==> src/rtl/pixel_compositor.sv <==
// Per-pixel layer compositor: picks player/map/backdrop/solid, reads the sprite sheet, and drives aligned RGB and syncs.
// Optional macro PIXEL_COMPOSITOR_TRANSPARENCY_EN keys out KEY_COLOR on the player layer.
module pixel_compositor #(
    parameter logic [11:0] BG_COLOR  = 12'h000,
    parameter logic [11:0] KEY_COLOR = 12'h0F0,
    parameter int          BLINK_BIT = 3
) (
    input  logic        clk,
    input  logic        rst_n,
    input  logic [3:0]  state,
    input  logic [9:0]  h_cnt,
    input  logic [9:0]  v_cnt,
    input  logic        valid,
    input  logic        hsync,
    input  logic        vsync,
    input  logic        map_obj,
    input  logic [16:0] map_addr,
    input  logic        player_obj,
    input  logic [16:0] player_addr,
    input  logic        blink_en,
    output logic [16:0] mem_addr,
    input  logic [11:0] mem_data,
    output logic [3:0]  vga_r,
    output logic [3:0]  vga_g,
    output logic [3:0]  vga_b,
    output logic        hsync_o,
    output logic        vsync_o
);

    typedef enum logic [1:0] {
        SEL_SOLID = 2'd0,
        SEL_MEM   = 2'd1
    } sel_t;

    localparam logic [18:0] FRAME_PIX   = 19'd76800;
    localparam logic [18:0] FRAME_PIX_2 = 19'd153600;

    logic [16:0] mem_addr_q, mem_addr_d;
    sel_t        sel1_q, sel1_d, sel2_q;
    logic [11:0] solid1_q, solid1_d, solid2_q;
    logic        player1_q, player1_d, player2_q;
    logic        valid1_q, valid2_q;
    logic        hs1_q, hs2_q, hs3_q;
    logic        vs1_q, vs2_q, vs3_q;
    logic [11:0] rgb_q, rgb_d;
    logic [5:0]  frame_cnt_q, frame_cnt_d;
    logic        vs_prev_q;

    logic [8:0]  pix_x, pix_y;
    logic [18:0] lin_addr, lin_mod;
    logic        is_stage, is_backdrop, player_blanked;

    assign pix_x = h_cnt[9:1];
    assign pix_y = v_cnt[9:1];

    // x + 320*y as shifts; the raw sum stays below 3 frames, so two conditional subtracts give the modulo.
    assign lin_addr = {10'd0, pix_x} + {2'd0, pix_y, 8'd0} + {4'd0, pix_y, 6'd0};

    always_comb begin
        lin_mod = lin_addr;
        if (lin_addr >= FRAME_PIX_2) begin
            lin_mod = lin_addr - FRAME_PIX_2;
        end else if (lin_addr >= FRAME_PIX) begin
            lin_mod = lin_addr - FRAME_PIX;
        end
    end

    assign is_stage       = (state == 4'd2) || (state == 4'd4) || (state == 4'd6);
    assign is_backdrop    = (state <= 4'd8) && !is_stage;
    assign player_blanked = blink_en && frame_cnt_q[BLINK_BIT];

    always_comb begin
        sel1_d     = SEL_SOLID;
        mem_addr_d = mem_addr_q;
        solid1_d   = BG_COLOR;
        player1_d  = 1'b0;
        if (is_stage) begin
            if (player_obj && !player_blanked) begin
                sel1_d     = SEL_MEM;
                mem_addr_d = player_addr;
                player1_d  = 1'b1;
            end else if (map_obj) begin
                sel1_d     = SEL_MEM;
                mem_addr_d = map_addr;
            end
        end else if (is_backdrop) begin
            sel1_d     = SEL_MEM;
            mem_addr_d = lin_mod[16:0];
        end
    end

    assign frame_cnt_d = (vs_prev_q && !vsync) ? frame_cnt_q + 6'd1 : frame_cnt_q;

`ifdef PIXEL_COMPOSITOR_TRANSPARENCY_EN
    always_comb begin
        rgb_d = 12'h000;
        if (valid2_q) begin
            if (sel2_q == SEL_MEM) begin
                rgb_d = (player2_q && (mem_data == KEY_COLOR)) ? BG_COLOR : mem_data;
            end else begin
                rgb_d = solid2_q;
            end
        end
    end

    logic unused_bits;
    assign unused_bits = ^{h_cnt[0], v_cnt[0], lin_mod[18:17]};
`else
    always_comb begin
        rgb_d = 12'h000;
        if (valid2_q) begin
            rgb_d = (sel2_q == SEL_MEM) ? mem_data : solid2_q;
        end
    end

    // Player tracking and the key only matter when transparency is built in.
    logic unused_bits;
    assign unused_bits = ^{h_cnt[0], v_cnt[0], lin_mod[18:17], KEY_COLOR, player2_q};
`endif

    always_ff @(posedge clk or negedge rst_n) begin
        if (!rst_n) begin
            mem_addr_q  <= 17'd0;
            sel1_q      <= SEL_SOLID;
            sel2_q      <= SEL_SOLID;
            solid1_q    <= 12'h000;
            solid2_q    <= 12'h000;
            player1_q   <= 1'b0;
            player2_q   <= 1'b0;
            valid1_q    <= 1'b0;
            valid2_q    <= 1'b0;
            hs1_q       <= 1'b1;
            hs2_q       <= 1'b1;
            hs3_q       <= 1'b1;
            vs1_q       <= 1'b1;
            vs2_q       <= 1'b1;
            vs3_q       <= 1'b1;
            rgb_q       <= 12'h000;
            frame_cnt_q <= 6'd0;
            vs_prev_q   <= 1'b1;
        end else begin
            mem_addr_q  <= mem_addr_d;
            sel1_q      <= sel1_d;
            solid1_q    <= solid1_d;
            player1_q   <= player1_d;
            valid1_q    <= valid;
            hs1_q       <= hsync;
            vs1_q       <= vsync;
            sel2_q      <= sel1_q;
            solid2_q    <= solid1_q;
            player2_q   <= player1_q;
            valid2_q    <= valid1_q;
            hs2_q       <= hs1_q;
            vs2_q       <= vs1_q;
            rgb_q       <= rgb_d;
            hs3_q       <= hs2_q;
            vs3_q       <= vs2_q;
            frame_cnt_q <= frame_cnt_d;
            vs_prev_q   <= vsync;
        end
    end

    assign mem_addr = mem_addr_q;
    assign vga_r    = rgb_q[11:8];
    assign vga_g    = rgb_q[7:4];
    assign vga_b    = rgb_q[3:0];
    assign hsync_o  = hs3_q;
    assign vsync_o  = vs3_q;

endmodule

==> config.mk <==
export PLATFORM = sky130hd
export DESIGN_NAME = pixel_compositor
export DESIGN_NICKNAME = d
export VERILOG_FILES = /design/src/rtl/pixel_compositor.sv
export SDC_FILE = /design/constraint.sdc
export NUM_CORES = 1
export LEC_CHECK = 0
export ABC_AREA = 1
export CAP_MARGIN = 15
export CORE_ASPECT_RATIO = 1.2
export CORE_MARGIN = 5
export CORE_UTILIZATION = 42
export DETAILED_ROUTE_END_ITERATION = 12
export PLACE_DENSITY = 0.78
export SLEW_MARGIN = 20
export SYNTH_ARGS = -nofsm -noshare
export SYNTH_HDL_FRONTEND = slang
export SYNTH_SLANG_ARGS = --single-unit
==> constraint.sdc <==
create_clock -name clk -period 1.78 [get_ports clk]
set_input_delay 0.267 -clock clk [delete_from_list [all_inputs] [get_ports clk]]
set_output_delay 0.267 -clock clk [all_outputs]
set_load 0.01 [all_outputs]
After elaboration in Yosys (flattened, before gate mapping). Index checks and enable logic that the tools add are counted.

Add/sub/neg operators: 5. $lt $le $gt $ge: 3. Equal/unequal tests: 5. Mux-type cells: 12. Reductions and logical operators: 11.

Operators by type and width (number): 2-to-1 mux 17 bit (6); 2-to-1 mux 12 bit (2); adder 18 x 15 -> 19 bit (1); greater-or-equal comparator 19 x 17 -> 1 bit (second input constant) (1); greater-or-equal comparator 19 x 18 -> 1 bit (second input constant) (1); adder 9 x 17 -> 18 bit (1); subtractor 17 x 15 -> 17 bit (second input constant) (1); subtractor 17 bit (second input constant) (1); == test 4 x 3 -> 1 bit (second input constant) (2); adder 6 x 1 -> 6 bit (second input constant) (1); == test 4 x 2 -> 1 bit (second input constant) (1); <= comparator 4 bit (second input constant) (1); logical AND 1 bit (4); logical NOT 1 bit (3); 2-to-1 mux 1 bit (3); inequality test 3 x 2 -> 1 bit (second input constant) (1); == test 2 x 1 -> 1 bit (second input constant) (1); logical OR 1 bit (2); 2-to-1 mux 2 bit (1); AND reduction 2 bit (1); nonzero test 2 bit (1).

Bits in registers: 47. Bits of input ports: 78. Output and inout bits: 31. Word-level logic and storage cells: 49.

Longest topological paths before layout.
Word-level depth: 7. Gate-level depth with buffers: 24. Gate-level depth less buffers: 23.

Worst setup path after synthesis. Ideal clock, no wire load.

Path type: input to register. Start: input h_cnt[9]. End: register mem_addr_q[11], in the netlist mem_addr[11]. Library setup time: 117 ps. Arrival: 3096 ps. Setup slack: -1433 ps. Stages: 21. Buffers on the path: 1. Cell sequence: inv_1 -> fa_1 -> fa_1 -> inv_1 -> nand2_1 -> nand2_1 -> and2_1 -> xor2_1 -> inv_1 -> ha_1 -> nand2_2 -> nor2_4 -> a21oi_4 -> nand2_4 -> buf_8 -> nand2_2 -> o21ai_2 -> nand2_1 -> nand3_1 -> nand2_1 -> nand2_1.

Word-level cells in the longest chain between the ends: 7. Elaborated cells on any way between the ends: 10. Classes of those cells: add/sub (4); order compare (2); mux (4).

Ends and longest elaborated chain: from (decl) (RTL line 11) `input logic [9:0] h_cnt,`; adder 9 x 17 -> 18 bit (*) (RTL line 57) `assign lin_addr = {10'd0, pix_x} + {2'd0, pix_y, 8'd0} + {4'd0, pix_y, 6'd0};`; adder 18 x 15 -> 19 bit (*) (RTL line 57); subtractor 17 bit or greater-or-equal comparator 19 x 17 -> 1 bit (tied branches) (RTL line 64, 63); 2-to-1 mux 17 bit (RTL line 63) `end else if (lin_addr >= FRAME_PIX) begin`; 2-to-1 mux 17 bit (*) (RTL line 61) `if (lin_addr >= FRAME_PIX_2) begin`; 2-to-1 mux 17 bit (*) (RTL line 86) `end else if (is_backdrop) begin`; 2-to-1 mux 17 bit (*) (RTL line 77) `if (is_stage) begin`; to (signal assigned) (RTL line 142) `mem_addr_q <= mem_addr_d;`; to (decl) (RTL line 38) `logic [16:0] mem_addr_q, mem_addr_d;`.

Every way passes the cells marked *; elsewhere a longest branch is shown, timed or not. The select of a mux whose other input is x is not followed. A chain may end at the register's enable or synchronous reset.

Final worst setup path.
Start: input v_cnt[1]. End: register mem_addr_q[14], in the netlist mem_addr[14].

Word-level cells in the longest chain between the ends: 7. Elaborated cells on any way between the ends: 10. Classes of those cells: add/sub (4); order compare (2); mux (4).

Ends and longest elaborated chain: from (decl) (RTL line 12) `input logic [9:0] v_cnt,`; adder 9 x 17 -> 18 bit (RTL line 57); adder 18 x 15 -> 19 bit (*) (RTL line 57); subtractor 17 bit or greater-or-equal comparator 19 x 17 -> 1 bit (tied branches) (RTL line 64, 63); 2-to-1 mux 17 bit (RTL line 63); 2-to-1 mux 17 bit (*) (RTL line 61); 2-to-1 mux 17 bit (*) (RTL line 86); 2-to-1 mux 17 bit (*) (RTL line 77).

Marks and branches as above.

==> results summary <==
Relative to the synthesized area, the layout overhead comes to 72.2%. For this run, the number of Yosys warnings is 0. The non-filler instance count after layout came out at 683. In this run the most critical hold path is launched from valid1_q$_DFF_PN0_. Of all nets on the critical path, the largest fanout is 5. Entering global routing, the biggest net connects 25 pins. The actual transition at the worst max-transition pin came out at 501 ps.

The final net count came out at 694. The cell that appears most often on the critical path is sky130_fd_sc_hd__nand2_1. Traced cell by cell, the critical path runs through buf_8 > inv_4 > fa_2 > fa_2 > inv_2 > nand2_2 > nand2_2 > and2_4 > xor2_4 > inv_4 > ha_4 > inv_2 > nor2_4 > nand3_4 > nand3_4 > nand2_8 > buf_6 > nand3_1 > nand2_1 > nand2_1 > nand2_1 > nand2_1 > a21oi_2. The arrival time at the worst endpoint is 2850 ps. Once placement completed, the tool counted placed cells totaling 662. After detailed routing, the total wire length is 10100 um.

The total of max-cap violations is 0. The cell row count came out at 34. The quantity of I/O buffers inserted on ports is 106.

The aggregate global-route resource usage is 21.1%. The number of synthesized register bits came out at 43. The largest delay contributor family on the critical path is simple AND/OR/NAND/NOR gates.

The die area came out at 0.00927 mm^2. The slowest stage of the critical path belongs to the cell sky130_fd_sc_hd__fa_2. TritonCTS built the clock tree. The path with the worst hold slack has its endpoint at valid2_q$_DFF_PN0_.

The number of top-level design ports came out at 109. The setup clock skew after layout came out at 2.20 ps. The total buffers and inverters traversed by the critical path came out at 6.

The final-layout fill cell count is 499. Synthesis handed over a netlist of 410 instances. Summing over every cut layer, the via total after detailed routing is 3363.

The initial antenna violation count is 0. In the final layout, the share of cells above drive strength 1 is 31.5%. sky130_fd_sc_hd__dfrtp_1 takes more of the synthesized area than any other cell.

The worst-case IR drop observed on VDD is 0.000446 V. The global-route track usage on met1 is 22.6%. The areal power density over the cells is 860 mW/mm^2. The count of different cell masters after synthesis came out at 42. The worst setup path is captured at a register. The clock tree synthesis step divided the H-tree into 2 levels. Setup repair after global routing could not meet its margin everywhere. In this run the critical register-to-register path is captured at mem_addr[14]$_DFFE_PN0P_. STA classifies the critical path startpoint as a primary input.

The count of final max-slew check failures is 0. The repair_antennas step left the layout with diodes totalling 0. The antenna violation net count after detailed routing came out at 0.

Counting instances, the worst hold path has a depth of 0. The synthesized netlist net count came out at 512. The core footprint came out at 0.00723 mm^2. The worst slew margin relative to its limit is 66.6%. The number of detailed-routing iterations run before antenna repair came out at 4. For this run, the leading register cell type out of synthesis is sky130_fd_sc_hd__dfrtp_1. Final hold analysis gives a worst-case slack of 353 ps.

The worst hold path belongs to the class register to register. The final worst slack came out at -895 ps. The met2 track demand over resource in global routing came out at 40.0%. By startpoint and endpoint, the worst setup path is classified as primary input to register.

The final worst-path cycle share came out at 150%. The post-synthesis async set-or-reset flop share came out at 100%. The root buffer selected by CTS is sky130_fd_sc_hd__clkbuf_8. The flow ran to the end, but the final reports show violations. The post-DP HPWL is 7620 um.

For this run, the slowest stage of the critical path takes 590 ps. The post-placement setup slack is -1830 ps. The fraction of post-synthesis cell area in the top cell type by area came out at 29.6%.

The number of synthesized flops with an enable pin is 0. The number of buffers added by the clock tree synthesis step is 5. The average vias per placed instance is 4.92. The final-report setup violation count came out at 7.

The worst flop-to-flop path startpoint is frame_cnt_q[3]$_DFFE_PN0P_. The final standard cell area without fillers is 0.00538 mm^2. The number of sinks on the clock net is 43. The met3 track utilization from global routing came out at 3.88%.

The static leakage is 2.52 nW. Clock-pin slew was measured on the worst setup and hold paths at 80 ps. The fmax is 374 MHz.

The global routing stage identified its most utilized layer as met2. The number of endpoints with negative hold slack in the final report is 0. Once layout is complete, the utilization of the core stands at 74.4%. The worst register-to-register path has a depth of 8.

The mapped netlist covers 0.00312 mm^2. The initial standard-cell utilization of the core came out at 43.2%. After detailed placement, the total cell area comes to 0.00481 mm^2. The chip height is 104 um. The number of global-route vias before repair was 3434.

After synthesis, the cell types taking the most area are sky130_fd_sc_hd__dfrtp_1 30%, sky130_fd_sc_hd__nand2_1 12%, sky130_fd_sc_hd__ha_1 8.8%, sky130_fd_sc_hd__nor2_1 5.6%, sky130_fd_sc_hd__inv_1 5.4%. The worst reg-to-reg setup slack came out at 280 ps. The detailed router's first-iteration violation count came out at 143.

The total congestion overflow is 0. The checks that failed: negative setup slack. The residual DRC count came out at 0. The required time of the worst setup path is 1960 ps.

The x dimension of the die came out at 88.7 um. The clock insertion delay at the later pin of the skew report came out at 290 ps. Sequential elements use 34.7% of the synthesized area. The global-route wire length before repair came out at 15600 um. No sink is reached through more buffers than the 2 on the longest clock path. The final weighted congestion in routability-driven placement came out at 0.847. Dividing the synthesized area by the synthesized cell count gives 7.62 um^2. The routed wire length per instance is 14.7 um. The clock period minus final worst setup slack is 2670 ps.
==> metal layers <==
layer | wire length, um | part of all wire (%)
met4 | 216 | 2.1
met2 | 5440 | 54
met5 | 0 | 0
met3 | 718 | 7.1
met1 | 3680 | 37
==> per-stage QoR <==
stage | setup TNS (ps) | total power, mW
final | -6070 | 4.62
after global placement | -12920 | 3.32
after CTS | -6140 | 4.48
after detailed placement | -14160 | 3.38
after floorplan | -7230 | 2.41
after global routing | -7020 | 4.95
==> registers in the layout, indices dropped and copies added (netlist names) <==
| signal | count |
|---|---|
| vsync_o | 1 |
| hs1_q | 1 |
| hs2_q | 1 |
| rgb_q | 12 |
| valid2_q | 1 |
| sel2_q | 1 |
| hsync_o | 1 |
| valid1_q | 1 |
| vs_prev_q | 1 |
| frame_cnt_q | 4 |
| mem_addr | 17 |
| vs2_q | 1 |
| sel1_q | 1 |
==> cell type report <==
cell class,instances,area [um^2],share of cell area (%)
Inverter,52,213,3.96
Clock inverter,2,60.1,1.12
Sequential cell,43,1080,20.1
Timing Repair Buffer,182,1680,31.2
Clock buffer,6,72.6,1.35
Multi-Input combinational cell,308,2160,40.1
Tap cell,90,113,2.09
==> power by group <==
part	total, mW	internal (mW)	switching (mW)
clock network	0.883	0.561	0.323
registers	1.26	1.16	0.107
logic	2.48	1.27	1.21
total	4.62	2.99	1.64
==> cell families after synthesis <==
group	count (synthesis)	share of synthesized area [%]
flip-flops	43	34.7
adder cells (fa/ha/maj)	24	10.1
multiplexers	1	0.361
XOR/XNOR	11	3.33
buffers and inverters	60	7.65
AO/OA/AOI/OAI	57	11.4
AND/OR/NAND/NOR	214	32.5
==> how the worst max path moves through the flow <==
| stage | cells after the start | slack [ps] | startpoint | end |
|---|---|---|---|---|
| final | 23 | -890 | v_cnt[1] | mem_addr[14]$_DFFE_PN0P_ |
| after CTS | 22 | -910 | v_cnt[3] | mem_addr[10]$_DFFE_PN0P_ |
| after global placement | 21 | -1680 | v_cnt[3] | mem_addr[11]$_DFFE_PN0P_ |
| after detailed placement | 21 | -1830 | v_cnt[3] | mem_addr[11]$_DFFE_PN0P_ |
| after global routing | 23 | -1030 | h_cnt[9] | mem_addr[14]$_DFFE_PN0P_ |
| after floorplan | 23 | -1070 | v_cnt[3] | mem_addr[11]$_DFFE_PN0P_ |
==> Yosys cell counts, types with 6 or more instances <==
| master | instances |
|---|---|
| sky130_fd_sc_hd__nand3_1 | 19 |
| sky130_fd_sc_hd__dfrtp_1 | 37 |
| sky130_fd_sc_hd__a21oi_2 | 6 |
| sky130_fd_sc_hd__xor2_1 | 7 |
| sky130_fd_sc_hd__inv_1 | 45 |
| sky130_fd_sc_hd__nand2_2 | 15 |
| sky130_fd_sc_hd__nor2_1 | 47 |
| sky130_fd_sc_hd__a21oi_1 | 18 |
| sky130_fd_sc_hd__o21ai_0 | 13 |
| sky130_fd_sc_hd__dfstp_2 | 6 |
| sky130_fd_sc_hd__nand2_1 | 103 |
| sky130_fd_sc_hd__a31oi_1 | 6 |
| sky130_fd_sc_hd__ha_1 | 22 |
==> cells in the final DEF (no fill, tap or decap), types with 3 or more instances in the layout <==
| cell | instances |
|---|---|
| sky130_fd_sc_hd__inv_1 | 36 |
| sky130_fd_sc_hd__nand4_1 | 4 |
| sky130_fd_sc_hd__nand3_2 | 4 |
| sky130_fd_sc_hd__buf_4 | 71 |
| sky130_fd_sc_hd__o21ai_1 | 3 |
| sky130_fd_sc_hd__dfrtp_1 | 37 |
| sky130_fd_sc_hd__nand3_1 | 18 |
| sky130_fd_sc_hd__nor2_1 | 44 |
| sky130_fd_sc_hd__clkdlybuf4s50_1 | 96 |
| sky130_fd_sc_hd__xor2_1 | 6 |
| sky130_fd_sc_hd__ha_1 | 6 |
| sky130_fd_sc_hd__buf_6 | 3 |
| sky130_fd_sc_hd__a31oi_1 | 6 |
| sky130_fd_sc_hd__nor2_2 | 4 |
| sky130_fd_sc_hd__nand2_1 | 96 |
| sky130_fd_sc_hd__ha_4 | 15 |
| sky130_fd_sc_hd__nand3_4 | 3 |
| sky130_fd_sc_hd__clkbuf_8 | 5 |
| sky130_fd_sc_hd__dfstp_2 | 6 |
| sky130_fd_sc_hd__a21oi_2 | 6 |
| sky130_fd_sc_hd__a21oi_1 | 17 |
| sky130_fd_sc_hd__o21bai_1 | 5 |
| sky130_fd_sc_hd__nand2_2 | 19 |
| sky130_fd_sc_hd__inv_4 | 4 |
| sky130_fd_sc_hd__nand2_4 | 7 |
| sky130_fd_sc_hd__o21ai_0 | 13 |
| sky130_fd_sc_hd__nor2_4 | 4 |
| sky130_fd_sc_hd__clkinv_1 | 3 |
| sky130_fd_sc_hd__inv_2 | 8 |
| sky130_fd_sc_hd__buf_12 | 3 |
==> repair_timing <==
item                                    in CTS  in global routing
pin swaps                                   32                 24
gates cloned                                 1                  0
gates resized for setup                     57                 27
endpoints found under the setup margin       9                  8
hold buffers                                 1                  0
endpoints found under the hold margin       14                  0
buffers inserted                             5                  6
Power figures use the tool's default switching activity.
